[src/rtl/wm_pkg.sv]
// Shared encodings for the washing-machine timer slice: controller states,
// clock-rate select codes and the minute thresholds decoded by the timer.
package wm_pkg;

  // Controller states, gray-coded so adjacent phases differ by one bit.
  typedef enum logic [2:0] {
    IDLE    = 3'b000,
    FILL    = 3'b001,
    WASHING = 3'b011,
    RINSING = 3'b010,
    SPIN    = 3'b110,
    PAUSE   = 3'b111
  } wm_state_e;

  // Clock-rate select: cycles per minute = BASE_CYC_PER_MIN << code.
  localparam logic [1:0] SEL_X1 = 2'b00;
  localparam logic [1:0] SEL_X2 = 2'b01;
  localparam logic [1:0] SEL_X4 = 2'b10;
  localparam logic [1:0] SEL_X8 = 2'b11;

  // Whole-minute thresholds for the elapsed-time flags.
  localparam logic [2:0] MIN_TH_ONE  = 3'd1;
  localparam logic [2:0] MIN_TH_TWO  = 3'd2;
  localparam logic [2:0] MIN_TH_FIVE = 3'd5;

endpackage

[src/rtl/wm_timer_if.sv]
// Controller <-> timer signal bundle. There is no valid/ready handshake here:
// every input is sampled level-wise on each rising clock edge and every output
// is a continuous level; the controller (master) drives the select, enable,
// clear and state, the timer (slave) drives the flags, wash_count and the
// debug minute count.
interface wm_timer_if;
  logic [1:0] clk_sel;
  logic       cnt_en;
  logic       cnt_done;
  logic [2:0] fsm_state;
  logic       one_min;
  logic       two_min;
  logic       five_min;
  logic [1:0] wash_count;
  logic [2:0] dbg_min_cnt;

  modport master (
    output clk_sel, cnt_en, cnt_done, fsm_state,
    input  one_min, two_min, five_min, wash_count, dbg_min_cnt
  );

  modport slave (
    input  clk_sel, cnt_en, cnt_done, fsm_state,
    output one_min, two_min, five_min, wash_count, dbg_min_cnt
  );
endinterface

[src/rtl/wm_min_prescaler.sv]
// Divides WMFSM_CLK down to one single-cycle min_tick per minute. The rate
// select is captured only on a clear so a running interval keeps its length.
module wm_min_prescaler #(
  parameter int unsigned BASE_CYC_PER_MIN = 60
) (
  input  logic       WMFSM_CLK,
  input  logic       WMFSM_RST,
  input  logic [1:0] clk_sel,
  input  logic       cnt_en,
  input  logic       cnt_done,
  output logic       min_tick
);
  import wm_pkg::*;

  // Wide enough to hold 8*BASE-1 at the slowest select.
  localparam int unsigned CW = $clog2(8 * BASE_CYC_PER_MIN);
  localparam logic [CW-1:0] BASE_W = CW'(BASE_CYC_PER_MIN);

  logic [CW-1:0] cyc_cnt;
  logic [1:0]    sel_q;
  logic [CW-1:0] terminal;

  assign terminal = (BASE_W << sel_q) - CW'(1);

  // Tick on the wrap edge; a clear or a pause suppresses it.
  assign min_tick = cnt_en && !cnt_done && (cyc_cnt == terminal);

  // Select latch plus cycle counter: clear beats hold beats count.
  always_ff @(posedge WMFSM_CLK or negedge WMFSM_RST) begin
    if (!WMFSM_RST) begin
      cyc_cnt <= '0;
      sel_q   <= SEL_X1;
    end else if (cnt_done) begin
      cyc_cnt <= '0;
      sel_q   <= clk_sel;
    end else if (cnt_en) begin
      if (cyc_cnt == terminal) begin
        cyc_cnt <= '0;
      end else begin
        cyc_cnt <= cyc_cnt + CW'(1);
      end
    end
  end

endmodule

[src/rtl/wm_timer.sv]
// Washing-machine phase timer: counts whole minutes since the last clear,
// decodes the 1/2/5-minute flags and counts wash-phase entries per cycle.
module wm_timer #(
  parameter int unsigned BASE_CYC_PER_MIN = 60
) (
  input  logic     WMFSM_CLK,
  input  logic     WMFSM_RST,
  wm_timer_if.slave bus
);
  import wm_pkg::*;

  logic       min_tick;
  logic [2:0] min_cnt;
  logic [2:0] prev_state;
  logic [1:0] wash_count;

  wm_min_prescaler #(
    .BASE_CYC_PER_MIN(BASE_CYC_PER_MIN)
  ) u_prescaler (
    .WMFSM_CLK (WMFSM_CLK),
    .WMFSM_RST (WMFSM_RST),
    .clk_sel   (bus.clk_sel),
    .cnt_en    (bus.cnt_en),
    .cnt_done  (bus.cnt_done),
    .min_tick  (min_tick)
  );

  // Minute counter, saturating at five; clear wins over a coincident tick.
  always_ff @(posedge WMFSM_CLK or negedge WMFSM_RST) begin
    if (!WMFSM_RST) begin
      min_cnt <= '0;
    end else if (bus.cnt_done) begin
      min_cnt <= '0;
    end else if (min_tick && (min_cnt != MIN_TH_FIVE)) begin
      min_cnt <= min_cnt + 3'd1;
    end
  end

  // Wash-entry counter: reset in IDLE, bump on each fresh entry into WASHING.
  always_ff @(posedge WMFSM_CLK or negedge WMFSM_RST) begin
    if (!WMFSM_RST) begin
      prev_state <= IDLE;
      wash_count <= '0;
    end else begin
      prev_state <= bus.fsm_state;
      if (bus.fsm_state == IDLE) begin
        wash_count <= '0;
      end else if ((bus.fsm_state == WASHING) && (prev_state != WASHING)
                   && (wash_count != 2'd3)) begin
        wash_count <= wash_count + 2'd1;
      end
    end
  end

  assign bus.one_min     = (min_cnt >= MIN_TH_ONE);
  assign bus.two_min     = (min_cnt >= MIN_TH_TWO);
  assign bus.five_min    = (min_cnt == MIN_TH_FIVE);
  assign bus.wash_count  = wash_count;
  assign bus.dbg_min_cnt = min_cnt;

endmodule

[src/flat_wrapper.sv]
// flat-port wrapper written by rule: the top's interface ports become plain ports
module wm_timer_flat import wm_pkg::*;
#(
  parameter int unsigned BASE_CYC_PER_MIN = 60
)
  (WMFSM_CLK, WMFSM_RST, bus_clk_sel, bus_cnt_en, bus_cnt_done, bus_fsm_state, bus_one_min, bus_two_min, bus_five_min, bus_wash_count, bus_dbg_min_cnt);
  wm_timer_if bus_i ();
  input  logic WMFSM_CLK;
  input  logic WMFSM_RST;
  input wire logic [$bits(bus_i.clk_sel)-1:0] bus_clk_sel;
  input wire logic [$bits(bus_i.cnt_en)-1:0] bus_cnt_en;
  input wire logic [$bits(bus_i.cnt_done)-1:0] bus_cnt_done;
  input wire logic [$bits(bus_i.fsm_state)-1:0] bus_fsm_state;
  output wire logic [$bits(bus_i.one_min)-1:0] bus_one_min;
  output wire logic [$bits(bus_i.two_min)-1:0] bus_two_min;
  output wire logic [$bits(bus_i.five_min)-1:0] bus_five_min;
  output wire logic [$bits(bus_i.wash_count)-1:0] bus_wash_count;
  output wire logic [$bits(bus_i.dbg_min_cnt)-1:0] bus_dbg_min_cnt;
  assign bus_i.clk_sel = bus_clk_sel;
  assign bus_i.cnt_en = bus_cnt_en;
  assign bus_i.cnt_done = bus_cnt_done;
  assign bus_i.fsm_state = bus_fsm_state;
  assign bus_one_min = bus_i.one_min;
  assign bus_two_min = bus_i.two_min;
  assign bus_five_min = bus_i.five_min;
  assign bus_wash_count = bus_i.wash_count;
  assign bus_dbg_min_cnt = bus_i.dbg_min_cnt;
  wm_timer #(.BASE_CYC_PER_MIN(BASE_CYC_PER_MIN)) u_core (.WMFSM_CLK(WMFSM_CLK), .WMFSM_RST(WMFSM_RST), .bus(bus_i));
endmodule
[config.mk]
export PLATFORM = sky130hd
export DESIGN_NAME = wm_timer_flat
export DESIGN_NICKNAME = d
export VERILOG_FILES = /design/src/rtl/wm_pkg.sv /design/src/rtl/wm_timer_if.sv /design/src/rtl/wm_min_prescaler.sv /design/src/rtl/wm_timer.sv /design/src/flat_wrapper.sv
export SDC_FILE = /design/constraint.sdc
export NUM_CORES = 1
export LEC_CHECK = 0
export ABC_AREA = 1
export BUFFER_PORTS_ARGS = -buffer_cell sky130_fd_sc_hd__buf_4
export CORE_ASPECT_RATIO = 1.2
export CORE_UTILIZATION = 31
export CTS_CLUSTER_DIAMETER = 100
export DETAILED_ROUTE_END_ITERATION = 8
export HOLD_SLACK_MARGIN = 0.15
export PLACE_DENSITY = 0.51
export SETUP_SLACK_MARGIN = 0.5
export SLEW_MARGIN = 20
export SYNTH_ARGS = -nofsm -noshare
export SYNTH_HDL_FRONTEND = slang
export SYNTH_SLANG_ARGS = --single-unit
[constraint.sdc]
create_clock -name WMFSM_CLK -period 1.6 [get_ports WMFSM_CLK]
set_input_delay 0.08 -clock WMFSM_CLK [delete_from_list [all_inputs] [get_ports WMFSM_CLK]]
set_output_delay 0.08 -clock WMFSM_CLK [all_outputs]
set_load 0.1 [all_outputs]
* Word-level counts from Yosys, hierarchy flattened
Index checks and enable logic that the tools add are counted.
** Storage, ports and cells
- Register bits after elaboration :: 19
** Cells by class
- Add/sub/neg operators :: 4
- $lt $le $gt $ge :: 2
- Equality and inequality tests :: 6
- Shift operators :: 1
- Multiplexer cells :: 7
- Reductions and logical operators :: 10
** Operators with widths (count)
- 9-bit two-way mux :: 3
- 9-bit by 1-bit adder with 9-bit output (second input constant) :: 1
- 9-bit equality test :: 1
- 6-bit by 2-bit << shifter with 9-bit output (first input constant) :: 1
- 9-bit by 1-bit subtractor with 9-bit output (second input constant) :: 1
- 3-bit two-way mux :: 2
- 2-bit nonzero test :: 3
- 1-bit logical AND :: 5
- 2-bit two-way mux :: 2
- 3-bit by 1-bit adder with 3-bit output (second input constant) :: 1
- 3-bit by 2-bit equality test with 1-bit output (second input constant) :: 1
- 3-bit equality test (second input constant) :: 1
- 3-bit by 1-bit >= comparator with 1-bit output (second input constant) :: 1
- 3-bit by 2-bit >= comparator with 1-bit output (second input constant) :: 1
- 3-bit zero test :: 1
- 3-bit by 2-bit != test with 1-bit output (second input constant) :: 1
- 3-bit != test (second input constant) :: 1
- 2-bit by 1-bit adder with 2-bit output (second input constant) :: 1
- 2-bit != test (second input constant) :: 1
- 1-bit zero test :: 1

* Longest topological paths before layout
- Word-level depth :: 7
- Gate-level depth with buffers :: 10

* By module
From an unflattened synthesis, not the netlist that was laid out.
** Unflattened totals
- Cells, all modules :: 163
- Area total of the unflattened synthesis :: 1202.4 µm²
** By module, submodules not included
- wm_min_prescaler :: instances 1, cells each 111, area each 768.2 µm²
- wm_timer :: instances 1, cells each 52, area each 434.2 µm²

* Least setup slack after synthesis
OpenSTA, ideal clock, no wires.
- Path kind :: flip-flop to output port
- From :: reg u_core.min_cnt[1], in the netlist u_core.bus.dbg_min_cnt[1]
- To :: out bus_one_min
- Data arrival time :: 2371 ps
- Required time :: 1520 ps
- Path slack :: -851 ps
- Stages on the path, launching flop included :: 4
- Path buffers :: 0
- Cell sequence :: dfrtp_1 -> inv_1 -> nand2_1 -> or2_2
** On the way
- Longest elaborated chain between the ends :: 1
** Ends and longest elaborated chain
- start: declaration :: RTL line wm_timer.sv:13 : logic [2:0] min_cnt;
- start signal: assignment :: RTL line wm_timer.sv:35 : min_cnt <= min_cnt + 3'd1;
- 3-bit by 1-bit >= comparator with 1-bit output :: RTL line wm_timer.sv:55 : assign bus.one_min = (min_cnt >= MIN_TH_ONE);
- end: declaration :: RTL line flat_wrapper.sv:14 : output wire logic [$bits(bus_i.one_min)-1:0] bus_one_min;
No other way between the ends.

* Worst setup path in the final report
- From :: reg u_core.min_cnt[0], in the netlist u_core.bus.dbg_min_cnt[0]
- To :: out bus_one_min
The elaborated chain is that of the path after synthesis.

==> run metrics <==
buffer depth of the longest clock path=2; Die H=66.2 um; drt total wl=2600 um; CP Buf/Inv Count=1; fraction of layout cells with a size suffix above 1=50.0%; Pleak=0.000775 uW; register area share after synthesis=44.6%; Slew @ Worst Pin=0.287 ns; final hold vios=0; R2R cell count=8; gr usage total=16.0%; min-delay src=bus_cnt_en; Crit Path Max Fanout=2; CTS tree=built; worst r2r dst=u_core.u_prescaler.cyc_cnt[7]$_DFFE_PN0P_; n_diodes=0; min Tclk post-route=1.48 ns; Yosys top cell by area=dfrtp_1; Ys Warns=0; kind of cell adding the most delay to the critical path=flip-flops; CP endpoint kind=output pin; max-cap violations=0; Die Wd=55.5 um; # DRC=0; slack of the worst reg-to-reg path=0.18 ns; cell at the slowest stage of the critical path=dfrtp_4; DIE AREA=3680 um2; main flop type after synthesis=dfrtp_1; Crit path required time=1.52 ns; most common cell in the synthesized netlist=nand2_1; Num CTS Buffers=3; worst-path cell chain=ha_4 -> or2_4 -> buf_12; Post-synth ARST share=100%; Min-Delay Endpoint=u_core.u_prescaler.cyc_cnt[1]$_DFFE_PN0P_; clock skew=0.00808 ns; Avg Cell Area, Syn=7.96 um2; EDFF count, synth=0; PD cells=661 nW/um2; first-pass GRT wire length=4650 um; # setup viols final=0; clk_lat worst skew=0.30 ns; final non-filler cell total=212; row cnt=22; Syn Std Cell Area=1070 um2; Port Buffer Count=16; vias=985; Synth Register Bits=19; initial antenna violation count=0; type of the worst setup path=reg2out; RSZ-0062 raised after global routing=yes; Peak VDD IR=0.000435 V; Slew Viols, Final=0; Pre-antenna DRT Iters=3; fin nets=190; f_max=0.676 GHz; Worst slew margin=80.8%; CTS Sinks=19; largest net degree at the start of global routing=20; Unique masters post-synth=23; I/O pin cnt=17; ANT nets after route=0; Routed WL per cell=12.3 um; initial DRC count=17; Critical Path AT=1.40 ns; post-synth top area share=44.6%; Starting Density=33.7%; Clk pin slew, worst setup/hold paths=0.12 ns; syn_nets=147; placed cell count=185; CTS root buf=clkbuf_4; Tcrit/Tclk final=92.5%; Final TNS setup=0 ns; Area Overhead vs Synth=68.1%; Mapped Cells=134; top cells by count, synth=nand2_1 (34), inv_1 (21), dfrtp_1 (19), nor2_1 (12), o22ai_1 (7); core area=3170 um2; DR vias/cell=4.65; Crit path largest cell delay=0.51 ns; hold buffers post-CTS=7; worst hold path depth=4; hpwl dp=1650 um; Synth area leaders=dfrtp_1 (45%), nand2_1 (12%), inv_1 (7.4%); RR Startpoint=u_core.u_prescaler.sel_q[1]$_DFFE_PN0P_; type of origin of the critical path=flip-flop; global route overflow=0; vias in the first global route=1095; Hold WC Path Type=in2reg; GPL Wtd Cong=0.782; outcome=complete, no violations; H-tree levels=1
[cells by family (layout without fill, tap and decap cells)]
logic type / count (synthesis) / after routing / synth area share (%)
and+or+nand+nor: 64 / 64 / 28.2
AOI/OAI and AO/OA: 17 / 17 / 9.04
muxes: 1 / 1 / 0.939
DFF: 19 / 19 / 44.6
adders and majority gates: 4 / 4 / 4.70
xor gates and xnor gates: 5 / 5 / 4.11
buffers and inverters: 24 / 66 / 8.45
[repair_timing]
item | 4_1_cts | 5_1_grt
resized for setup | 41 | 23
setup endpoints to repair | 22 | 22
buffers inserted | 12 | 4
endpoints found under the hold margin | 32 | 3
pin swaps | 7 | 11
[final cells by class]
type / count / area [um2]
timing repair buffer: 39 / 440
multi-input combinational: 91 / 684
tap: 36 / 45.0
clock buffer: 4 / 26.3
sequential: 19 / 495
fill: 277 / 1370
inverter: 23 / 100
[cells in the final DEF, fill, tap and decap left out, types with 5 or more instances in the layout]
| cell type | synthesis | final |
|---|---|---|
| nand3_2 | 2 | 5 |
| nand2_1 | 34 | 24 |
| buf_12 | 0 | 8 |
| dfrtp_1 | 19 | 13 |
| nor2_1 | 12 | 10 |
| buf_4 | 0 | 16 |
| nand2_2 | 3 | 10 |
| dlygate4sd3_1 | 0 | 7 |
| inv_1 | 21 | 15 |
| dfrtp_4 | 0 | 5 |
| buf_6 | 0 | 8 |
| o22ai_2 | 0 | 5 |
[per-stage QoR]
stage	power (uW)	hold slack (ns)	cell area, um2	worst slack [ns]	util (%)
CTS	1140	0.0977	1680	0.113	53.1
finish	1180	0.0982	1790	0.120	56.6
detailed placement	782	-0.0290	1320	0.200	41.8
floorplan	715	-0.216	1160	0.159	-
global route	1250	0.101	1790	0.0695	56.6
global placement	779	-0.0316	1320	0.243	41.8
[worst max-delay path by stage]
stage	from	to	slack [ns]	depth (start not counted)
detailed placement	u_core.u_prescaler.cyc_cnt[0]$_DFFE_PN0P_	u_core.u_prescaler.cyc_cnt[7]$_DFFE_PN0P_	0.20	8
global placement	u_core.u_prescaler.cyc_cnt[0]$_DFFE_PN0P_	u_core.u_prescaler.cyc_cnt[2]$_DFFE_PN0P_	0.24	8
finish	u_core.bus.dbg_min_cnt[0]$_DFFE_PN0P_	bus_one_min	0.12	3
global route	u_core.u_prescaler.sel_q[1]$_DFFE_PN0P_	u_core.u_prescaler.cyc_cnt[7]$_DFFE_PN0P_	0.07	8
floorplan	u_core.bus.dbg_min_cnt[1]$_DFFE_PN0P_	u_core.bus.dbg_min_cnt[2]$_DFFE_PN0P_	0.16	9
CTS	u_core.bus.dbg_min_cnt[0]$_DFFE_PN0P_	bus_one_min	0.11	3
[flip-flops by register name, indices dropped and copies added, names as in the netlist]
name	flops
u_core.bus.dbg_min_cnt	3
u_core.u_prescaler.sel_q	2
u_core.prev_state	3
u_core.bus.wash_count	2
u_core.u_prescaler.cyc_cnt	9
[routing by layer]
metal | wire [um] | global-route usage, % | up-vias
met5 | 0 | 0 | -
met2 | 1360 | 28.5 | 11
met3 | 36 | 1.76 | 4
met1 | 1170 | 19.1 | 463
met4 | 34 | 8.44 | 0
li1 | - | - | 507
[report_power, final]
part | switching, uW | internal (uW) | leakage [uW]
registers | 28.1 | 513 | 0.000241
clock network | 157 | 97.1 | 0.0000150
logic | 208 | 181 | 0.000519
[worst min-delay path: cells and delay by family]
family / cells / cell delay (ns)
and+or+nand+nor: 3 / 0.18
buffers and inverters: 1 / 0.11
Note: power is estimated with default switching activity, not from simulation.
